<file path="config.mk">
export PLATFORM = sky130hd
export DESIGN_NAME = cve2_obi_data_slice
export DESIGN_NICKNAME = d
export VERILOG_FILES = /design/src/rtl/cve2_obi_data_slice.sv
export SDC_FILE = /design/constraint.sdc
export NUM_CORES = 1
export LEC_CHECK = 0
export ABC_AREA = 1
export CAP_MARGIN = 5
export CORE_MARGIN = 2
export CORE_UTILIZATION = 30
export DETAILED_ROUTE_END_ITERATION = 10
export GPL_ROUTABILITY_DRIVEN = 0
export PLACE_DENSITY = 0.65
export SLEW_MARGIN = 20
export SYNTH_ARGS = -nofsm -noshare
export SYNTH_HDL_FRONTEND = slang
export SYNTH_SLANG_ARGS = --single-unit
export TNS_END_PERCENT = 5
</file>
<file path="constraint.sdc">
create_clock -name clk_i -period 1.5 [get_ports clk_i]
set_input_delay 0.15 -clock clk_i [delete_from_list [all_inputs] [get_ports clk_i]]
set_output_delay 0.15 -clock clk_i [all_outputs]
set_load 0.03 [all_outputs]
</file>
<file path="src/rtl/cve2_obi_data_slice.sv">
`default_nettype none
// ==========================================================================
// cve2_obi_data_slice: one-entry OBI request slice with registered response
// Revision: 1.0
// ==========================================================================
module cve2_obi_data_slice #(
  parameter int unsigned MaxOutstanding = 2
) (
  input  logic        clk_i,
  input  logic        rst_ni,

  input  logic        core_req_i,
  input  logic        core_we_i,
  input  logic [3:0]  core_be_i,
  input  logic [31:0] core_addr_i,
  input  logic [31:0] core_wdata_i,
  output logic        core_gnt_o,
  output logic        core_rvalid_o,
  output logic [31:0] core_rdata_o,
  output logic        core_err_o,

  output logic        mem_req_o,
  output logic        mem_we_o,
  output logic [3:0]  mem_be_o,
  output logic [31:0] mem_addr_o,
  output logic [31:0] mem_wdata_o,
  input  logic        mem_gnt_i,
  input  logic        mem_rvalid_i,
  input  logic [31:0] mem_rdata_i,
  input  logic        mem_err_i,

  output logic        busy_o,
  output logic        protocol_err_o
);

  localparam int unsigned     CNT_W   = $clog2(MaxOutstanding + 1);
  localparam logic [CNT_W-1:0] CNT_MAX = CNT_W'(MaxOutstanding);
  localparam logic [CNT_W-1:0] CNT_ONE = CNT_W'(1);

  logic             req_valid_q, req_valid_d;
  logic             req_we_q;
  logic [3:0]       req_be_q;
  logic [31:0]      req_addr_q;
  logic [31:0]      req_wdata_q;
  logic [CNT_W-1:0] cnt_q, cnt_d;
  logic [CNT_W-1:0] mem_cnt_q, mem_cnt_d;
  logic             rvalid_q;
  logic [31:0]      rdata_q;
  logic             err_q;
  logic             perr_q;

  logic             w_core_hs;
  logic             w_mem_hs;
  logic             w_rsp_ok;
  logic             w_rsp_spurious;
  logic             w_cnt_room;

  // Grant depends only on registered state and request-side inputs, never on mem_rvalid_i.
  assign w_cnt_room     = (cnt_q < CNT_MAX);
  assign core_gnt_o     = core_req_i & (~req_valid_q | mem_gnt_i) & w_cnt_room;
  assign w_core_hs      = core_gnt_o;
  assign w_mem_hs       = req_valid_q & mem_gnt_i;
  assign w_rsp_ok       = mem_rvalid_i & (mem_cnt_q != '0);
  assign w_rsp_spurious = mem_rvalid_i & (mem_cnt_q == '0);

  always_comb begin
    req_valid_d = req_valid_q;
    if (w_core_hs) begin
      req_valid_d = 1'b1;
    end else if (w_mem_hs) begin
      req_valid_d = 1'b0;
    end
  end

  always_comb begin
    cnt_d = cnt_q;
    case ({w_core_hs, rvalid_q})
      2'b10:   cnt_d = cnt_q + CNT_ONE;
      2'b01:   cnt_d = cnt_q - CNT_ONE;
      default: cnt_d = cnt_q;
    endcase
  end

  always_comb begin
    mem_cnt_d = mem_cnt_q;
    case ({w_mem_hs, w_rsp_ok})
      2'b10:   mem_cnt_d = mem_cnt_q + CNT_ONE;
      2'b01:   mem_cnt_d = mem_cnt_q - CNT_ONE;
      default: mem_cnt_d = mem_cnt_q;
    endcase
  end

  always_ff @(posedge clk_i or negedge rst_ni) begin
    if (!rst_ni) begin
      req_valid_q <= 1'b0;
      req_we_q    <= 1'b0;
      req_be_q    <= 4'h0;
      req_addr_q  <= 32'h0;
      req_wdata_q <= 32'h0;
      cnt_q       <= '0;
      mem_cnt_q   <= '0;
      rvalid_q    <= 1'b0;
      rdata_q     <= 32'h0;
      err_q       <= 1'b0;
      perr_q      <= 1'b0;
    end else begin
      req_valid_q <= req_valid_d;
      if (w_core_hs) begin
        req_we_q    <= core_we_i;
        req_be_q    <= core_be_i;
        req_addr_q  <= core_addr_i;
        req_wdata_q <= core_wdata_i;
      end
      cnt_q     <= cnt_d;
      mem_cnt_q <= mem_cnt_d;
      // A response with nothing outstanding at memory is dropped, only flagged.
      rvalid_q  <= w_rsp_ok;
      if (w_rsp_ok) begin
        rdata_q <= mem_rdata_i;
        err_q   <= mem_err_i;
      end
      if (w_rsp_spurious) begin
        perr_q <= 1'b1;
      end
    end
  end

  assign mem_req_o      = req_valid_q;
  assign mem_we_o       = req_we_q;
  assign mem_be_o       = req_be_q;
  assign mem_addr_o     = req_addr_q;
  assign mem_wdata_o    = req_wdata_q;

  assign core_rvalid_o  = rvalid_q;
  assign core_rdata_o   = rdata_q;
  assign core_err_o     = err_q;

  assign busy_o         = (cnt_q != '0);
  assign protocol_err_o = perr_q;

endmodule
`default_nettype wire

</file>
Word level (Yosys, flattened, before mapping)
Index checks and enable logic that the tools add are counted.

operators by class
  add/sub/neg operators = 4
  order comparisons = 1
  equal/unequal tests = 4
  multiplexer cells = 4
  bitwise operators = 7
  reduce and logical (&&, ||, !) cells = 6

operators with widths
  operator                                                             count
  2-bit nonzero test                                                   5
  2-bit case mux with 2 select lines                                   2
  1-bit AND                                                            5
  2-bit by 1-bit adder with 2-bit output (second input constant)       2
  2-bit by 1-bit == test with 1-bit output (second input constant)     2
  2-bit == test (second input constant)                                2
  2-bit by 1-bit subtractor with 2-bit output (second input constant)  2
  2-bit zero test                                                      1
  2-bit less-than comparator (second input constant)                   1
  1-bit two-way mux                                                    2
  1-bit NOT                                                            1
  1-bit OR                                                             1

storage, ports and cells
  flip-flop bits (word level) = 109
  bits of input ports = 107
  output and inout port bits = 107

Depth between registers and ports, before layout
Gate-level depths: netlist of the first run.

  depth after elaboration = 6
  gate-level depth with buffers = 11

Worst setup path before layout of the first run
OpenSTA, ideal clock, no wires.

  path type = flip-flop to flip-flop
  start point = register req_valid_q (netlist: mem_req_o)
  end point = register cnt_q[1]
  setup time = 0.117 ns
  arrival time = 1.519 ns
  path slack = -0.136 ns
  stages on the path, launching flop included = 9
  path buffers = 1
  period minus slack after synthesis = 1.636 ns
  cells stage by stage = dfrtp_1 -> nand2_1 -> nand2_2 -> buf_2 -> ha_1 -> inv_1 -> nand3_1 -> nand2_1 -> nand2_1

on the way
  longest elaborated chain between the ends = 6
  elaborated cells on any way between the ends = 8

RTL lines
  item                                                                              RTL line  source
  start, declared                                                                   40        logic req_valid_q, req_valid_d;
  start signal, assigned                                                            107       req_valid_q <= req_valid_d;
  1-bit NOT (*)                                                                     60        assign core_gnt_o = core_req_i & (~req_valid_q | mem_gnt_i) & w_cnt_room;
  1-bit OR (*)                                                                      60
  1-bit AND (*) (2 in a row)                                                        60
  2-bit by 1-bit == test with 1-bit output / 2-bit == test (equally long branches)  77        case ({w_core_hs, rvalid_q})
  2-bit case mux with 2 select lines / 2-bit nonzero test (equally long branches)   --
  end signal, assigned                                                              114       cnt_q <= cnt_d;
  end, declared                                                                     45        logic [CNT_W-1:0] cnt_q, cnt_d;

Every way passes the cells marked *; elsewhere a longest branch is shown, timed or not.
A chain may end at the register's enable or synchronous reset.

Worst setup path in the final report of the first run
  start point = register cnt_q[1]
  end point = output core_gnt_o

on the way
  longest elaborated chain between the ends = 2

RTL lines
  item                        RTL line  source
  2-bit less-than comparator  59        assign w_cnt_room = (cnt_q < CNT_MAX);
  1-bit AND                   60
  end, declared               17        output logic core_gnt_o,

Every way passes these cells.

==> results.ini, run 1 <==
[synthesis]
synth_common_cells = 250 x nand2_1, 109 x dfrtp_1, 71 x nand3_1
async_reset_ff_frac = 1.00
post_synth.cell_area_avg_sq_um = 9.00
post_synth_inst_count = 479
ys_types = 14
netlist_area_sq_um = 4310
post_synthesis_sequential_element_count = 109
post-synth-top-area-fraction = 0.632
share_of_synthesized_area_occupied_by_flip_flops_and_latches = 0.632
synth_enable_flop_cells = 0
synthFlopType = dfrtp_1
synth.net_count = 588
warnings_from_yosys = 0
synth_most_common_cell = nand2_1
ys_top_cells_by_area = dfrtp_1 63%, nand2_1 22%, nand3_1 8.2%
netlist.top_cell.by_area = dfrtp_1

[worst_setup_path]
crit_chain = nor2_4 -> nand2_4 -> buf_6 -> inv_2 -> buf_6
cp_common_cell = buf_6
critPathLaunch = cnt_q[1]
arrival_time_worst_endpoint_ps = 1310
worst_r2r_endpoint = cnt_q[1]
critPathSlowestCell = dfrtp_1
timing.rr.start = cnt_q[1]
timing.critical_path.buf_inv = 3
crit_fanout = 6
worst_r2r_path_depth = 7
crit_type = flop to output port
cp-start-kind = flop
crit_path_end_kind = output port
cpLargestDelayFamily = flip-flops
critPathRequiredTime_ps = 1350
worst-path-stages = 5
critPathMaxStageDelay_ps = 430
reg2reg_setup_slack_ps = 140

[power_and_ir_drop]
ir_drop_mv = 0.970
power.leakage_uw = 0.00367
power_per_unit_of_standard_cell_area_nw_per_um2 = 2210

[floorplan]
core_area_sq_um = 14000
die_width_um = 124
design.die.area_sq_um = 15400
start_util = 0.308
fp-row-count = 43
boundaryPins = 214
fp.dieH_um = 124

[timing]
relSlewSlack = 0.750
period_share = 0.972
finalMaxSlewViolations = 0
clock_skew_ps = 10.2
setup_viol = 0
grt_setup_unrepaired = true
worst-slew-pin-transition_ps = 376
min_period_ps = 1460
maxClockFrequency_mhz = 686
setup_total_negative_slack_ps = 0
final.hold.worst_slack_ps = 187
final-hold-violation-count = 0

[grt]
antenna_found_initial = 0
grt_usage = 0.159
pin_count_of_the_biggest_net_entering_global_routing = 52
grt_pass1_wl_um = 18800
first_global_vias = 3958
grt_overflow = 0

[run]
maxCapViolations = 0

[clock_tree]
cts_buffer_depth = 2
clock-root-buffer = clkbuf_16
cts_tree = yes
clk_latency_ps = 350
clkTransAtPathRegs_ps = 70
clock_sinks = 109
cts-htree-levels = 3
cts_buffers = 9

[cells_and_area]
fin_nets = 802
layout_cell_share_with_drive_strength_beyond_1 = 0.0616
area_delta_synth_final_pct = 59.7
antenna_cells_inserted = 0
utilization = 0.492

[min_path]
min_delay_worst_type = input pin to asynchronous set/reset pin

[detailed_routing]
wl_per_cell_um = 13.9
route.detailed.drc = 0
antenna_violating_nets_post_route = 0
wl_um = 12200
via_per_inst = 4.48
drt-initial-drc-count = 128
num_vias = 3934
dr.pass1.iters = 4

[placed_design]
portBuffers = 213
dp_hpwl_um = 8920

[status]
outcome = completed

## where the power goes
group          internal, uW  switching (uW)
Combinational          2470            5150
Sequential             4360             768
Clock                  1390            1050
Total                  8220            6960
## cell families (layout without fill, tap and decap cells)
| family | Yosys count | after routing | share of synthesized area |
|---|---|---|---|
| AO/OA/AOI/OAI | 1 | 1 | 0.00203 |
| XOR/XNOR | 2 | 2 | 0.00406 |
| adder cells (fa/ha/maj) | 2 | 2 | 0.00580 |
| AND/OR/NAND/NOR | 326 | 326 | 0.308 |
| buffers and inverters | 39 | 258 | 0.0473 |
| flip-flops | 109 | 109 | 0.632 |
## cell type report
cell class,instances,area [sq um]
Fill cell,1356,7100
Clock inverter,5,57.6
Clock buffer,11,253
Sequential cell,109,2730
Multi-Input combinational cell,331,1390
Timing Repair Buffer,230,2180
Inverter,12,45.0
Tap cell,180,225
## sequential cells by signal, summed over array words and instances, names as in the netlist
signal / cells
core_rdata_o: 32
mem_addr_o: 32
mem_wdata_o: 32
mem_be_o: 4
cnt_q: 2
mem_cnt_q: 2
core_err_o: 1
core_rvalid_o: 1
mem_req_o: 1
mem_we_o: 1
protocol_err_o: 1
## repair_timing
item                                    in CTS  in global routing
resized for setup                          108                  3
endpoints found under the setup margin     107                  2
hold buffers                                 1                  0
pin swaps                                    1                  2
setup buffers                                0                  2
endpoints found under the hold margin      109                  0
## worst max path at each step
| stage | end | slack, ps |
|---|---|---|
| 2_1_floorplan | cnt_q[1] | 3 |
| 3_3_place_gp | cnt_q[1] | -50 |
| 3_5_place_dp | cnt_q[1] | -90 |
| 4_1_cts | busy_o | 8 |
| 5_1_grt | core_gnt_o | -20 |
| 6_report | core_gnt_o | 40 |
## cell usage in the layout, fill, tap and decap left out, types with 3 or more instances in the layout
cell type,netlist,layout
buf_12,0,4
buf_4,2,12
clkbuf_16,0,9
clkdlybuf4s50_1,0,105
dfrtp_1,109,108
dlygate4sd2_1,0,105
inv_1,10,9
inv_2,2,3
nand2_1,250,249
nand3_1,71,71
## worst reg2reg max path: stages, from the launching register on
cell and delay (ps):
dfrtp_1 430, nor2_4 170, nand2_4 70, ha_1 330
inv_1 80, nand3_1 80, nand2_1 60, nand2_1 40
## layer usage
metal	track usage	part of all wire	wire length [um]
met5	0	0	0
met2	0.262	0.46	5570
met1	0.184	0.42	5100
met4	0.0597	0.014	168
met3	0.0673	0.11	1400
## stage by stage
stage               total power (uW)  instances  instance area (sq um)  worst slack [ps]
detailed placement             13900        859                   6670             -89.1
CTS                            15400        876                   6870              8.05
global placement               13700        859                   6670             -51.0
floorplan                       9970        479                   4320              2.52
global route                   16200        878                   6890             -19.2
finish                         15200        878                   6890              41.6
(Power assumes the default switching activity.)
==> run 2, diff against run 1 <==
--- a/config.mk
+++ b/config.mk
@@ -7,7 +7,7 @@
 export LEC_CHECK = 0
 export ABC_AREA = 1
 export CAP_MARGIN = 5
-export CORE_MARGIN = 2
+export CORE_MARGIN = 1
 export CORE_UTILIZATION = 30
 export DETAILED_ROUTE_END_ITERATION = 10
 export GPL_ROUTABILITY_DRIVEN = 0
==> results.ini, run 2 (same netlist as run 1, synthesis figures left out) <==
[detailed_routing]
dr.pass1.iters = 4  ; unchanged
antenna_violating_nets_post_route = 0  ; unchanged
route.detailed.drc = 0  ; unchanged
num_vias = 3999  ; +1.7%
wl_um = 12100  ; -0.82%
via_per_inst = 4.50  ; +0.51%
drt-initial-drc-count = 214  ; +67%
wl_per_cell_um = 13.7  ; -1.9%

[floorplan]
fp.dieH_um = 122  ; -1.6%
fp-row-count = 43  ; unchanged
die_width_um = 122  ; -1.6%
start_util = 0.310  ; +0.00119
design.die.area_sq_um = 14900  ; -3.2%
boundaryPins = 214  ; unchanged
core_area_sq_um = 13900  ; -0.38%

[worst_setup_path]
cp-start-kind = flop
cpLargestDelayFamily = flip-flops
critPathRequiredTime_ps = 1350  ; about the same
crit_fanout = 8  ; +2
crit_path_end_kind = output port
arrival_time_worst_endpoint_ps = 1290  ; -20 ps
timing.critical_path.buf_inv = 3  ; unchanged
crit_chain = nor2_4 -> nand2_4 -> buf_12 -> clkinv_4 -> buf_6
critPathMaxStageDelay_ps = 420  ; about the same
crit_type = flop to output port
critPathSlowestCell = dfrtp_1

[power_and_ir_drop]
power_per_unit_of_standard_cell_area_nw_per_um2 = 2190  ; -0.46%
ir_drop_mv = 1.08  ; +12%
total_power_uw = 15300  ; +0.88%
power.leakage_uw = 0.00370  ; +1.1%

[status]
outcome = completed

[timing]
grt_setup_unrepaired = true
worst-slew-pin-transition_ps = 592  ; +215 ps
setup_total_negative_slack_ps = 0  ; unchanged
clock_skew_ps = 6.21  ; -4.04 ps
finalMaxSlewViolations = 0  ; unchanged
relSlewSlack = 0.606  ; -0.144
setup_viol = 0  ; unchanged
final-hold-violation-count = 0  ; unchanged
final.hold.worst_slack_ps = 329  ; +142 ps
min_period_ps = 1440  ; -15.7 ps
period_share = 0.962  ; -0.0105
maxClockFrequency_mhz = 693  ; +1.1%

[clock_tree]
clock-root-buffer = clkbuf_16
cts_tree = yes
clk_latency_ps = 350  ; about the same
clock_sinks = 109  ; unchanged
clkTransAtPathRegs_ps = 70  ; about the same
cts_buffer_depth = 2  ; unchanged
cts-htree-levels = 3  ; unchanged
cts_buffers = 9  ; unchanged

[grt]
grt_usage = 0.168  ; +0.00972
antenna_found_initial = 0  ; unchanged
grt_overflow = 0  ; unchanged
first_global_vias = 3962  ; +0.10%
pin_count_of_the_biggest_net_entering_global_routing = 110  ; +110%
grt_pass1_wl_um = 19200  ; +2.2%

[cells_and_area]
antenna_cells_inserted = 0  ; unchanged
highest_count_cells_in_the_layout_ignoring_fill_and_taps = 249 x nand2_1, 108 x dfrtp_1, 105 x clkdlybuf4s50_1, 105 x dlygate4sd2_1, 71 x nand3_1
area_delta_synth_final_pct = 61.8
fin_cells = 888  ; +1.1%
most_common_library_cell_in_the_layout_ignoring_fill_and_taps = nand2_1
num-fill-cells = 1326  ; -2.2%
fin_nets = 812  ; +1.2%
layout_cell_share_with_drive_strength_beyond_1 = 0.0749  ; +0.0133

[placed_design]
place.detailed.instances = 863  ; +0.47%
dp_hpwl_um = 8560  ; -4.0%
portBuffers = 213  ; unchanged

[min_path]
min_delay_worst_type = input pin to flop

[run]
maxCapViolations = 0  ; unchanged

[run 2: changes by cell type in the layout (fill, tap and decap cells not counted), sizes merged]
cell,before,now
clkinvlp,0,3
clkbuf,11,10
inv,13,11
buf,18,28
[run 2: per-layer routing]
| layer | wire length (um) | track usage |
|---|---|---|
| met1 | 5080 | 0.203 |
| met2 | 5570 | 0.264 |
| met3 | 1240 | 0.0702 |
| met4 | 240 | 0.0694 |
| met5 | 0 | 0 |
[run 2: report_power, final]
part / internal, uW / switching (uW) / leakage [uW]
registers: 4360 / 782 / 0.00134
logic: 2630 / 5160 / 0.00222
clock network: 1330 / 1050 / 0.000140
total: 8320 / 7000 / 0.00370
[run 2: area by class of cell]
type | count | area [sq um] | area share
repair buffers | 240 | 2280 | 0.327
well taps | 180 | 225 | 0.0323
clock buffers | 10 | 239 | 0.0342
flip-flops and latches | 109 | 2730 | 0.391
multi-input cells | 331 | 1390 | 0.200
clock inverters | 6 | 62.6 | 0.00896
inverters | 12 | 50.0 | 0.00717
[run 2: final timing paths]
kind                                 start          endpoint  slack (ps)  depth (start not counted)
hold / removal             mem_rdata_i[11]  core_rdata_o[11]         330                          3
setup reg to reg                  cnt_q[1]          cnt_q[1]         110                          7
min in group asynchronous           rst_ni  core_rdata_o[26]         410                          3
hold reg to reg              mem_addr_o[8]     mem_addr_o[8]         470                          2
setup / recovery                  cnt_q[1]        core_gnt_o          60                          5
max in group asynchronous           rst_ni    mem_addr_o[30]         630                          3
[run 2: worst min-delay path: stages]
cell and delay, ps:
clkdlybuf4s50_1 390, nand2_1 60, nand2_1 40
[run 2: per-stage QoR]
step                      instance area (sq um)  utilization  setup WS [ps]
after floorplan                            4320            -           2.52
after global placement                     6710        0.482          -54.4
after detailed placement                   6710        0.482           -105
after CTS                                  6920        0.497           5.27
after global routing                       6980        0.501          -8.53
final                                      6980        0.501           57.3
[run 2: what timing repair did]
| item | 4_1_cts | 5_1_grt |
|---|---|---|
| pin swaps | 1 | 2 |
| endpoints found under the setup margin | 107 | 2 |
| endpoints found under the hold margin | 109 | 0 |
| hold buffers | 1 | 0 |
| resized for setup | 111 | 4 |
| buffers inserted | 1 | 7 |
==> run 3, diff against run 2 <==
--- a/config.mk
+++ b/config.mk
@@ -10,7 +10,6 @@
 export CORE_MARGIN = 1
 export CORE_UTILIZATION = 30
 export DETAILED_ROUTE_END_ITERATION = 10
-export GPL_ROUTABILITY_DRIVEN = 0
 export PLACE_DENSITY = 0.65
 export SLEW_MARGIN = 20
 export SYNTH_ARGS = -nofsm -noshare
==> results of run 3 <==
The final DEF is identical to that of run 2; final timing and power are the same.
